===== src/rtl/snn_pkg.sv =====
// snn_pkg: shared scheduler state encoding, LIF arithmetic helpers and default datapath sizes.
package snn_pkg;
  localparam int DEF_WIDTH = 32;
  localparam int DEF_THRESH = 32;
  typedef enum logic [2:0] {S_IDLE, S_RD, S_CALC, S_SPK, S_CLR, S_DONE} sched_state_t;
  // Operands arrive sign-extended to 64 bits, so the exact sum leaves bit w equal to bit w-1 unless w bits overflow.
  function automatic logic signed [63:0] sat_add(input logic signed [63:0] a, input logic signed [63:0] b,
                                                 input int w, input logic signed [63:0] th);
    logic signed [63:0] s;
    s = a + b;
    return (s[w] != s[w-1]) ? ((a < 0) ? -th : th) : s;
  endfunction
  function automatic logic at_thresh(input logic signed [63:0] s, input logic signed [63:0] th);
    return s >= th;
  endfunction
endpackage


===== src/rtl/lif_update.sv =====
// lif_update: combinational saturating integrate, threshold and optional halving leak for one neuron.
module lif_update
  import snn_pkg::*;
#(
  parameter int WIDTH = DEF_WIDTH,
  parameter int THRESH = DEF_THRESH,
  parameter int RESET_VAL = 0
) (
  input  logic signed [WIDTH-1:0] mem,
  input  logic signed [WIDTH-1:0] cur,
  input  logic                    leak,
  output logic signed [WIDTH-1:0] next_mem,
  output logic                    fire
);
  logic signed [63:0] w_sum_c;
  logic signed [WIDTH-1:0] w_sum;
  always_comb begin
    w_sum_c = sat_add(64'(mem), 64'(cur), WIDTH, 64'(THRESH));
    w_sum = w_sum_c[WIDTH-1:0];
    fire = at_thresh(w_sum_c, 64'(THRESH));
    next_mem = fire ? WIDTH'(RESET_VAL) : leak ? w_sum >>> 1 : w_sum;
  end
endmodule


===== src/rtl/lif_layer_sched.sv =====
// lif_layer_sched: walks every neuron of a layer once per start, updating membranes and streaming spike indices.
module lif_layer_sched
  import snn_pkg::*;
#(
  parameter int N_NEURONS = 256,
  parameter int WIDTH = DEF_WIDTH,
  parameter int THRESH = DEF_THRESH,
  parameter int RESET_VAL = 0,
  parameter int ADDR_W = $clog2(N_NEURONS)
) (
  input  logic              clk,
  input  logic              rst,
  input  logic              start,
  input  logic              clear,
  input  logic              leak,
  output logic              busy,
  output logic              done,
  output logic              rd_en,
  output logic [ADDR_W-1:0] rd_addr,
  input  logic [WIDTH-1:0]  mem_rd_data,
  input  logic [WIDTH-1:0]  cur_rd_data,
  output logic              mem_wr_en,
  output logic [ADDR_W-1:0] mem_wr_addr,
  output logic [WIDTH-1:0]  mem_wr_data,
  output logic              spk_valid,
  output logic [ADDR_W-1:0] spk_idx,
  input  logic              spk_ready
);
  sched_state_t r_state, w_state_n;
  logic [ADDR_W:0] r_idx, w_idx_n;
  logic r_leak;
  logic r_wr_en;
  logic [ADDR_W-1:0] r_wr_addr;
  logic [WIDTH-1:0] r_wr_data;
  logic r_spk_valid;
  logic [ADDR_W-1:0] r_spk_idx;
  logic signed [WIDTH-1:0] w_next_mem;
  logic w_fire, w_last, w_adv, w_wr;

  lif_update #(.WIDTH(WIDTH), .THRESH(THRESH), .RESET_VAL(RESET_VAL)) u_update (
    .mem(mem_rd_data),
    .cur(cur_rd_data),
    .leak(r_leak),
    .next_mem(w_next_mem),
    .fire(w_fire)
  );

  assign w_last = r_idx == (ADDR_W+1)'(N_NEURONS - 1);
  assign w_adv = (r_state == S_CALC && !w_fire) || (r_state == S_SPK && spk_ready) || r_state == S_CLR;
  assign w_wr = r_state == S_CALC || r_state == S_CLR;

  always_comb begin
    w_state_n = r_state;
    w_idx_n = r_idx;
    if (r_state == S_IDLE && start) begin
      w_state_n = clear ? S_CLR : S_RD;
      w_idx_n = '0;
    end
    if (r_state == S_RD) w_state_n = S_CALC;
    if (r_state == S_CALC && w_fire) w_state_n = S_SPK;
    if (r_state == S_DONE) w_state_n = S_IDLE;
    if (w_adv) begin
      w_state_n = w_last ? S_DONE : (r_state == S_CLR) ? S_CLR : S_RD;
      w_idx_n = w_last ? r_idx : r_idx + 1'b1;
    end
  end

  always_ff @(posedge clk) begin
    if (rst) begin
      r_state <= S_IDLE;
      r_idx <= '0;
      r_leak <= 1'b0;
      r_wr_en <= 1'b0;
      r_wr_addr <= '0;
      r_wr_data <= '0;
      r_spk_valid <= 1'b0;
      r_spk_idx <= '0;
    end else begin
      r_state <= w_state_n;
      r_idx <= w_idx_n;
      if (r_state == S_IDLE && start) r_leak <= leak;
      r_wr_en <= w_wr;
      if (w_wr) begin
        r_wr_addr <= r_idx[ADDR_W-1:0];
        r_wr_data <= (r_state == S_CLR) ? WIDTH'(RESET_VAL) : w_next_mem;
      end
      // The spike is raised alongside the neuron's write so a stalled SPK never re-writes it.
      if (r_state == S_CALC && w_fire) begin
        r_spk_valid <= 1'b1;
        r_spk_idx <= r_idx[ADDR_W-1:0];
      end else if (r_state == S_SPK && spk_ready) begin
        r_spk_valid <= 1'b0;
      end
    end
  end

  assign busy = r_state != S_IDLE;
  assign done = r_state == S_DONE;
  assign rd_en = r_state == S_RD;
  assign rd_addr = r_idx[ADDR_W-1:0];
  assign mem_wr_en = r_wr_en;
  assign mem_wr_addr = r_wr_addr;
  assign mem_wr_data = r_wr_data;
  assign spk_valid = r_spk_valid;
  assign spk_idx = r_spk_idx;
endmodule


===== config.mk =====
export PLATFORM = sky130hd
export DESIGN_NAME = lif_layer_sched
export DESIGN_NICKNAME = d
export VERILOG_FILES = /design/src/rtl/snn_pkg.sv /design/src/rtl/lif_update.sv /design/src/rtl/lif_layer_sched.sv
export SDC_FILE = /design/constraint.sdc
export NUM_CORES = 1
export LEC_CHECK = 0
export ABC_AREA = 1
export CELL_PAD_IN_SITES_DETAIL_PLACEMENT = 0
export CELL_PAD_IN_SITES_GLOBAL_PLACEMENT = 1
export CORE_ASPECT_RATIO = 1.25
export CORE_UTILIZATION = 38
export CTS_CLUSTER_DIAMETER = 80
export DETAILED_ROUTE_END_ITERATION = 10
export PLACE_DENSITY_LB_ADDON = 0.08
export SETUP_SLACK_MARGIN = 0.5
export SLEW_MARGIN = 10
export SYNTH_ARGS = -nofsm -noshare
export SYNTH_HDL_FRONTEND = slang
export SYNTH_SLANG_ARGS = --single-unit

===== constraint.sdc =====
create_clock -name clk -period 6.1 [get_ports clk]
set_input_delay 0.61 -clock clk [delete_from_list [all_inputs] [get_ports clk]]
set_output_delay 0.61 -clock clk [all_outputs]
set_load 0.01 [all_outputs]

---- Word level (Yosys, flattened, before mapping) ----
Index checks and enable logic that the tools add are counted.
storage, ports and cells
  flip-flop bits (word level) ............. 63
  output and inout bits ................... 61
cells by class
  add/sub/neg operators ................... 2
  magnitude comparators ................... 2
  equal/unequal tests ..................... 8
  mux-type cells .......................... 18
  reduce and logical (&&, ||, !) cells .... 14
operator list
  kind                                                                                  count
  64-bit 2-to-1 mux                                                                     2
  64-bit by 7-bit greater-or-equal comparator with 1-bit output, second input constant  1
  32-bit 2-to-1 mux                                                                     2
  32-bit by 32-bit adder with 33-bit output                                             1
  32-bit by 1-bit less-than comparator with 1-bit output, second input constant         1
  31-bit 2-to-1 mux                                                                     1
  9-bit 2-to-1 mux                                                                      3
  3-bit 2-to-1 mux                                                                      8
  9-bit by 1-bit adder with 9-bit output, second input constant                         1
  9-bit by 8-bit equality test with 1-bit output, second input constant                 1
  3-bit by 2-bit equality test with 1-bit output, second input constant                 2
  3-bit equality test, second input constant                                            2
  5-bit nonzero test                                                                    1
  1-bit logical AND                                                                     4
  2-bit nonzero test                                                                    2
  3-bit by 1-bit equality test with 1-bit output, second input constant                 1
  3-bit zero test                                                                       1
  1-bit logical OR                                                                      3
  3-bit nonzero test                                                                    1
  1-bit 2-to-1 mux                                                                      2
  2-bit != test, second input constant                                                  1
  2-bit AND reduction                                                                   1
  1-bit zero test                                                                       1
  1-bit != test                                                                         1

---- Depth between registers and ports, before layout ----
Gate-level depths: netlist of run 1.
  depth after elaboration ................. 10
  mapped depth ............................ 29

---- Modules after synthesis ----
From an unflattened synthesis of run 1, not the netlist that was laid out.
second synthesis, totals
  cells, all modules ...................... 984
  area total of the unflattened synthesis .. 5859.4 um^2
by module, submodules not included
  module           instances  cells an instance  area each (um^2)  sequential area each (um^2)
  lif_update       1          634                3209.3            0.0
  lif_layer_sched  1          350                2650.0            1261.2

---- Worst setup path after synthesis of run 1 ----
Ideal clock, no wire load.
  path type ............................... input -> register
  start ................................... input port mem_rd_data[0]
  end ..................................... register r_idx[5]
  data arrival time ....................... 3.314 ns
  slack ................................... 2.671 ns
  stages .................................. 28
  path through ............................ ha_1 fa_1 nand2_1 nand2_1 nand3_1 nand2_2 nand2_2 nand2_2 nand2_2 nand2_1 nand2_1 nand2_2 nand2_2 nand3_4 buf_6 nand2_1 nand2_1 nor2_1 nand2_1 nor2_1 nand2_2 nand2_4 nand2_8 nand2_8 nand2_4 buf_6 a21oi_1 nor2_1
between the ends
  longest elaborated chain between the ends .. 10
  elaborated cells on any way between the ends .. 14
  those cells by class .................... add/sub (1); order compare (2); eq/ne (2); mux (3); reduce/logical (6)
ends and longest elaborated chain
  what                                                                                                                 RTL line                      RTL
  start: declaration                                                                                                   lif_layer_sched.sv:20         input logic [WIDTH-1:0] mem_rd_data,
  32-bit by 32-bit adder with 33-bit output or 32-bit by 1-bit less-than comparator with 1-bit output (tied branches)  snn_pkg.sv:10, snn_pkg.sv:11
  1-bit != test or 64-bit 2-to-1 mux (tied branches)                                                                   snn_pkg.sv:11                 return (s[w] != s[w-1]) ? ((a < 0) ? -th : th) : s;
  64-bit 2-to-1 mux (*)                                                                                                snn_pkg.sv:11
  64-bit by 7-bit greater-or-equal comparator with 1-bit output (*)                                                    snn_pkg.sv:14                 return s >= th;
  1-bit zero test (*)                                                                                                  lif_layer_sched.sv:49         assign w_adv = (r_state == S_CALC && !w_fire) || (r_state == S_SPK && spk_ready) || r_state == S_CLR;
  1-bit logical AND (*)                                                                                                lif_layer_sched.sv:49
  1-bit logical OR (*) (2 in series)                                                                                   lif_layer_sched.sv:49
  2-bit != test (no line) or 2-bit nonzero test (tied branches)                                                        -
  2-bit AND reduction (no line)                                                                                        -
  end signal: assignment                                                                                               lif_layer_sched.sv:80         r_idx <= w_idx_n;
  end: declaration                                                                                                     lif_layer_sched.sv:30         logic [ADDR_W:0] r_idx, w_idx_n;
Mark *: on every way between the ends. The rest lies on a longest branch, timed or not.
A chain may end at the register's enable or synchronous reset.

---- Worst setup path in the final report of run 1 ----
Ends and elaborated chain as after synthesis.

==> flow_summary.ini, run 1 <==
[layout]
fin_nets = 1124
syn2layout_area_growth_pct = 29.27
drive_gt1_frac = 0.05859
finalCoreUtilization = 0.5026
diodes = 0

[clock_tree]
hold_buffers = 0
cts_max_level = 3
post_cts_buffers = 0
cts_resized = 0
clockRootBuffer = clkbuf_16
clock_path_buffers = 2
clk_transition_reported_paths_ps = 50
worstSkewPairLatency_ps = 330
numCtsBuffers = 9
cts_tree = yes
clkSinkCount = 63

[timing]
relSlewSlack = 0.4208
fmax_mhz = 240.3
period_share = 0.6821
grt_setup_unrepaired = no
setup_tns_ps = 0
finalHoldViolCount = 0
worst_pin_slew_ps = 864.1
setup_ws_ps = 1939
period_needed_ps = 4161
fin_skew_ps = 7.479
finalMaxSlewViolations = 0
setup_violations = 0

[power_and_ir_drop]
power.leakage_uw = 0.003280
cellPowerDensity_nw_per_um2 = 295.7
ir_worst_vdd_mv = 0.2955

[synth]
yosysTopAreaCellShare = 0.2261
synthTopCellsByCount = 264 x nand2_1, 109 x inv_1, 105 x a21oi_1, 74 x nor2_1
synth-edff-count = 0
syn_nets = 1017
ys_ff_latch = 63
synthArstFlopShare = 0
postSynthCellCount = 912
yosysWarningCount = 0
synth_area_sq_um = 5578
syn-mean-instance-area_sq_um = 6.116
yosysTopAreaCell = dfxtp_1
synth_most_common_cell = nand2_1
synth_area_leaders = dfxtp_1 23%, nand2_1 18%, a21oi_1 9.4%
seq_area_frac_synth = 0.2261
yosysUniqueCellTypes = 39
synthFlopType = dfxtp_1

[floorplanning]
fp.dieH_microns = 137.5
ioPinCount = 131
start_util = 0.3888
die_w_microns = 110.4
rows = 49
core_sq_um = 14350
die_area_sq_um = 15170

[critical_path]
worst-path-max-fanout = 28
critPathMaxStageDelay_ps = 400
crit_cells = 27
crit_family = simple AND/OR/NAND/NOR gates
path_buf_inv = 1
arrival_ps = 4380
reg2reg_slack_ps = 3630
crit_slowest_cell = clkdlybuf4s50_1
start_kind = input pin
reg2reg_from = r_state[1]
rr_endpoint = mem_wr_data[30]
end_kind = flip-flop
rr_worst_depth = 7
startpoint = mem_rd_data[0]
crit_required_ps = 6320
crit_end = r_idx[5]
path_class = input pin to flip-flop
crit_top_cell = nand2_2

[global_routing]
grt_pass1_wl_microns = 25880
grt_pass1_vias = 5541
use_met1 = 0.2442
grt_use_met2 = 0.4120
busiest_layer = met2
grt_overflow_total = 0
grt_usage = 0.2184
grt_max_degree = 46
antenna_found_initial = 0
met3_usage = 0.01892

[detailed_routing]
via_per_inst = 4.915
dr.pass1.iters = 5
ant_nets = 0
dr.first_iter.drc_count = 238
post_drt_wl_per_cell_microns = 13.21
vias = 5908
drc = 0
wirelength_microns = 15880

[placement]
dpl.hpwl_microns = 13230
gp_congestion = 0.8768
dp_slack_ps = 1593
port_buffers = 130

[job]
max_cap_viol_count = 0

[run_status]
status = complete, no violations

[min_path]
hold_class = flip-flop to flip-flop
-- routing by layer --
| layer | share of wire | wire (microns) | vias to the layer above |
|---|---|---|---|
| met5 | 0 | 0 | - |
| met4 | 0.033 | 528 | 0 |
| met3 | 0.026 | 417 | 30 |
| met2 | 0.52 | 8304 | 118 |
| met1 | 0.42 | 6631 | 2600 |
| li1 | - | - | 3160 |
-- report_power, final --
part / leakage, uW / switching, uW / total (uW) / internal (uW)
combinational: 0.00261 / 634 / 1030 / 400
clock: 0.000156 / 183 / 551 / 368
sequential: 0.000511 / 53.7 / 547 / 494
-- cells by family after synthesis --
kind of cell | count (synthesis) | share of synthesized area
AOI/OAI and AO/OA | 175 | 0.1694
xor gates and xnor gates | 25 | 0.03926
adders and majority gates | 35 | 0.07986
buffers and inverters | 147 | 0.1160
DFF | 63 | 0.2261
and+or+nand+nor | 467 | 0.3694
-- registers in the layout, summed over array words and instances, names as in the netlist --
signal,cells
spk_valid,1
r_idx,9
mem_wr_en,1
r_leak,1
r_state,3
mem_wr_addr,8
spk_idx,8
mem_wr_data,32
-- how the worst min path moves through the flow --
stage                     startpoint         end  slack [ps]  cells past startpoint
after detailed placement  spk_idx[6]  spk_idx[6]         440                      2
final                     spk_idx[7]  spk_idx[7]         440                      2
after floorplan             r_idx[8]    r_idx[8]         460                      2
after global placement    spk_idx[6]  spk_idx[6]         430                      2
after CTS                 spk_idx[6]  spk_idx[6]         450                      2
after global routing      spk_idx[6]  spk_idx[6]         460                      2
-- final cells by class --
class	instances	area, sq um
fill	1613	7136
multi-input combinational	702	3670
timing repair buffer	132	1316
sequential	63	1261
inverter	111	416.7
clock buffer	11	242.7
tap	178	222.7
clock inverter	5	81.33
-- worst min-delay path: stages (launching register included) --
cell	delay, ps
dfxtp_1	310
inv_1	50
a21oi_1	50
-- stage by stage --
stage               cells  power, uW  instance area [sq um]  hold slack [ps]
global route         1202       2303                   7211            462.2
global placement     1186       1597                   6887            433.0
detailed placement   1186       1599                   6887            437.2
CTS                  1202       2159                   7211            445.6
finish               1202       2132                   7211            444.7
floorplan             912       1254                   5578            456.7
-- layout by cell type (no fill, tap or decap), types with 9 or more instances in the layout --
cell type and n:
nand2_1 264, xnor2_1 10, nor3_1 13, dfxtp_1 63, nor2_1 74, nand3_1 63, ha_1 34, o21ai_0 32
clkdlybuf4s50_1 130, o21ai_1 16, a21oi_1 105, nand2_2 21, xor2_1 15, clkbuf_16 9, nand4_1 9, inv_1 109
No activity file was read; power rests on OpenSTA's default activity.
==> run 2, diff against run 1 <==
- CORE_UTILIZATION: 38 -> 32
- clock period: 6.1 -> 3.75 ns (I/O delays scaled with it)
==> run 2 against run 1 <==
Combinational power increased by 130%. Sequential share of layout area shrank 3.9 points. Via count rose by 11%. Flip-flop and latch count did not move. Highest routed layer unchanged.
==> flow_summary.ini, run 2 (synthesized netlist as in run 1, its figures left out) <==
[run_status]
status = complete, no violations

[critical_path]
rr_worst_depth = 10
end_kind = flip-flop
path_buf_inv = 3
reg2reg_from = r_idx[1]
crit_slowest_cell = o31ai_1
crit_top_cell = nand2_1
path_class = input pin to flip-flop
crit_family = simple AND/OR/NAND/NOR gates
crit_required_ps = 4010
rr_endpoint = r_idx[3]
worst-path-max-fanout = 7
arrival_ps = 3390
start_kind = input pin
crit_cells = 23
reg2reg_slack_ps = 1440
path_cells = dlygate4sd2_1 -> ha_4 -> nand2_1 -> nand2_1 -> nand2_1 -> nand2_2 -> nand2_1 -> nand2_2 -> a21oi_4 -> nand2_4 -> nand2_4 -> nand2_4 -> buf_4 -> o31ai_1 -> nand2_1 -> nor2_2 -> nand2_2 -> nand2_4 -> nand2_8 -> nand2_8 -> buf_12 -> nand3b_1 -> a21oi_2
critPathMaxStageDelay_ps = 380

[placement]
placed_cell_area_sq_um = 7550
port_buffers = 130
gp_congestion = 0.8650
dp_slack_ps = -78.05
dpl.hpwl_microns = 14430

[detailed_routing]
dr.pass1.iters = 5
dr.first_iter.drc_count = 234
wirelength_microns = 19200
via_per_inst = 4.781
ant_nets = 0
post_drt_wl_per_cell_microns = 13.95
drc = 0
vias = 6579

[clock_tree]
numCtsBuffers = 9
clock_path_buffers = 2
worstSkewPairLatency_ps = 320
clockRootBuffer = clkbuf_16
clk_transition_reported_paths_ps = 50
cts_tree = yes
hold_buffers = 0
cts_max_level = 3
clkSinkCount = 63

[floorplanning]
rows = 53
start_util = 0.3299
die_w_microns = 120.1
core_sq_um = 16910
die_area_sq_um = 17970
ioPinCount = 131
fp.dieH_microns = 149.6

[timing]
worst_pin_slew_ps = 926.9
setup_ws_ps = 622.7
grt_setup_unrepaired = no
finalHoldViolCount = 0
finalMaxSlewViolations = 0
setup_violations = 0
fin_skew_ps = 3.646
fmax_mhz = 319.8
period_needed_ps = 3127
period_share = 0.8340
relSlewSlack = 0.3814

[layout]
drive_gt1_frac = 0.2820
mostFrequentLayoutCells = 216 x nand2_1, 119 x buf_4, 108 x inv_1
syn2layout_area_growth_pct = 66.87
largest_reg_flops = 32
fillers = 1689
diodes = 0
fin_area_sq_um = 9308
fin_nets = 1256
regArea_sq_um = 1261
multi_input_area_sq_um = 4609
final_common_cell = nand2_1

[min_path]
hold_class = flip-flop to flip-flop
min_to = spk_idx[4]
hp-start = spk_idx[4]
holdPathStages = 2

[power_and_ir_drop]
power.leakage_uw = 0.004516
ir_worst_vdd_mv = 0.2224
cellPowerDensity_nw_per_um2 = 432.0

[global_routing]
grt_max_degree = 46
antenna_found_initial = 0
grt_overflow_total = 0
grt_pass1_vias = 6232
grt_usage = 0.2082
grt_pass1_wl_microns = 29670

[job]
max_cap_viol_count = 0
-- run 2: cell count changes in the layout (fill, tap and decap cells not counted), moves of 12 or more --
cell             before  now
a21oi_1             105   93
clkdlybuf4s50_1     130   66
nand3_2               1   24
nand2_4               5   22
nand2_1             264  216
nand2_2              21   53
ha_1                 34    3
nand3_1              63   39
buf_4                 2  119
nor2_2                4   16
dlymetal6s2s_1        0   47
dlygate4sd2_1         0   15
nor2_1               74   59
ha_4                  0   30
-- run 2: worst max-delay path by stage --
stage                    start       end  slack [ps]
2_1_floorplan   mem_rd_data[0]  r_idx[5]         560
3_3_place_gp   mem_rd_data[19]  r_idx[5]         -40
3_5_place_dp    mem_rd_data[0]  r_idx[6]         -80
4_1_cts        cur_rd_data[22]  r_idx[6]         500
5_1_grt         mem_rd_data[2]  r_idx[6]         460
6_report       mem_rd_data[17]  r_idx[6]         620
-- run 2: routing by layer --
metal	GRT usage	vias up	wire length (microns)
met3	0.01563	34	342
met4	0.08313	0	541
li1	-	3434	-
met2	0.4161	120	10670
met5	0	-	0
met1	0.2209	2991	7641
-- run 2: per-stage QoR --
step	total power, uW	hold WS (ps)	util	cells	setup TNS (ps)
after floorplan	2040	456.7	-	912	0
after global placement	2846	432.7	0.4465	1306	-182.3
after detailed placement	2854	438.8	0.4465	1306	-793.5
after CTS	3864	446.9	0.5100	1356	0
after global routing	4311	462.5	0.5504	1376	0
final	4021	442.8	0.5504	1376	0
-- run 2: worst min-delay path, cell delays in order, from the launching register on --
cell	delay, ps
dfxtp_1	300
inv_1	40
a21oi_1	50
-- run 2: layout make-up --
type | count | share of cell area
Clock buffer | 13 | 0.02796
Clock inverter | 3 | 0.001882
Inverter | 111 | 0.04476
Multi-Input combinational cell | 707 | 0.4952
Sequential cell | 63 | 0.1355
Tap cell | 220 | 0.02957
Timing Repair Buffer | 259 | 0.2651
-- run 2: what timing repair did --
action | in CTS | in global routing
gates resized for setup | 106 | 139
pin swaps | 43 | 74
setup endpoints to repair | 49 | 51
gates cloned | 5 | 3
setup buffers | 29 | 17
-- run 2: power breakdown --
group,internal (uW),switching [uW]
Combinational,1080,1280
Clock,481,287
Sequential,803,88.6
Total,2360,1660
==> run 3, diff against run 2 <==
- clock period: 3.75 -> 2.8 ns (I/O delays scaled with it)
==> run 3 against run 2 <==
The run now ends with negative setup slack left. Hold slack better by 0.93 ps. Wire length is 8.3% higher. Flip-flop and latch count did not move. Non-clock buffer count rose by 107. Count of clock-buffer cells in the layout fell by 2. Largest power group unchanged.
==> flow_summary.ini, run 3 (synthesized netlist as in run 1, its figures left out) <==
[critical_path]
arrival_ps = 3230
crit_family = buffers and inverters
crit_required_ps = 3070
start_kind = input pin
crit_slowest_cell = ha_4
worst-path-max-fanout = 5
path_cells = clkdlybuf4s15_2 -> ha_4 -> nand2_4 -> inv_2 -> a21oi_4 -> nand2_4 -> a21oi_4 -> nand3_2 -> nand2_8 -> nand2_8 -> buf_6 -> nand3_2 -> nand2_2 -> buf_4 -> buf_4 -> buf_4 -> buf_4 -> buf_4 -> buf_4 -> buf_4 -> a21oi_1 -> o21ai_0 -> a21oi_1
crit_top_cell = buf_4
end_kind = flip-flop
critPathMaxStageDelay_ps = 240
rr_worst_depth = 9
path_buf_inv = 10
path_class = input pin to flip-flop
crit_cells = 23

[clock_tree]
cts_max_level = 3
cts_tree = yes
clkSinkCount = 63
clockRootBuffer = clkbuf_16
clk_transition_reported_paths_ps = 50
worstSkewPairLatency_ps = 330
clock_path_buffers = 2
numCtsBuffers = 9

[power_and_ir_drop]
power.leakage_uw = 0.004826
cellPowerDensity_nw_per_um2 = 584.8
ir_worst_vdd_mv = 0.3867

[layout]
fin_nets = 1366
layout.cells.non_filler = 1486
drive_gt1_frac = 0.4400
largest_reg_flops = 32
mostFrequentLayoutCells = 223 x buf_4, 182 x nand2_1, 101 x inv_1
diodes = 0
syn2layout_area_growth_pct = 88.22
final_common_cell = buf_4

[timing]
finalMaxSlewViolations = 0
setup_ws_ps = -162.2
period_share = 1.058
fin_skew_ps = 5.961
period_needed_ps = 2962
grt_setup_unrepaired = yes
finalHoldViolCount = 0
worst_pin_slew_ps = 1076
fmax_mhz = 337.6
setup_violations = 49
relSlewSlack = 0.2816

[global_routing]
grt_pass1_vias = 7010
grt_overflow_total = 0
antenna_found_initial = 0
grt_pass1_wl_microns = 33440
grt_max_degree = 45
grt_usage = 0.2321

[floorplanning]
die_w_microns = 120.1
die_area_sq_um = 17970
start_util = 0.3299
core_sq_um = 16910
fp.dieH_microns = 149.6
ioPinCount = 131
rows = 53

[job]
max_cap_viol_count = 0

[detailed_routing]
post_drt_wl_per_cell_microns = 13.99
dr.pass1.iters = 4
vias = 7041
dr.first_iter.drc_count = 259
drc = 0
via_per_inst = 4.738
wirelength_microns = 20790
ant_nets = 0

[run_status]
status = finished with violations
violations = negative setup slack

[placement]
dpl.hpwl_microns = 14900
dp_slack_ps = -884.3
place_inst = 1405
gp_congestion = 0.8569
port_buffers = 130

[min_path]
holdPathStages = 2
hold_class = flip-flop to flip-flop
## run 3: metrics by stage
stage / setup TNS (ps) / util / power, uW / cell area [sq um] / hold slack, ps
after global placement: -37490 / 0.4957 / 4079 / 8383 / 433.4
after global routing: -13290 / 0.6209 / 6549 / 10500 / 467.3
after CTS: -2046 / 0.5895 / 5896 / 9968 / 445.6
after detailed placement: -40210 / 0.4957 / 4092 / 8383 / 437.0
final: -3709 / 0.6209 / 6140 / 10500 / 443.7
after floorplan: -4396 / - / 2781 / 5662 / 456.7
## run 3: final timing paths
| path | slack (ps) | to | from |
|---|---|---|---|
| max reg2reg | 730 | r_idx[3] | r_idx[1] |
| min reg2reg | 440 | spk_idx[1] | spk_idx[1] |
| min | 440 | spk_idx[1] | spk_idx[1] |
| max | -160 | mem_wr_data[8] | cur_rd_data[21] |
## run 3: layer usage
layer | routed length (microns) | vias up | track usage | part of all wire
li1 | - | 3649 | - | -
met1 | 8238 | 3208 | 0.2563 | 0.40
met2 | 11340 | 142 | 0.4494 | 0.55
met3 | 479 | 42 | 0.01982 | 0.023
met4 | 724 | 0 | 0.09375 | 0.035
met5 | 0 | - | 0 | 0
## run 3: what timing repair did
action	in CTS	in global routing
buffers inserted	44	12
gates resized for setup	330	139
pin swaps	132	97
hold buffers	0	0
cloned	7	2
endpoints found under the setup margin	52	57
## run 3: cell type report
cell class                 count  area [sq um]
multi-input combinational    710          5150
inverter                     111         422.9
timing repair buffer         366          3033
sequential                    63          1261
clock buffer                  11         252.7
fill                        1598          6411
tap                          220         275.3
clock inverter                 5         103.9
## run 3: tightest hold or removal path: stages (launching register included)
cell and delay (ps):
dfxtp_1 300, inv_1 40, a21oi_1 50
## run 3: power by group
group,internal (uW),switching [uW],total [uW]
sequential,1080,120,1200
clock,917,405,1320
combinational,1700,1930,3620
total,3690,2450,6140
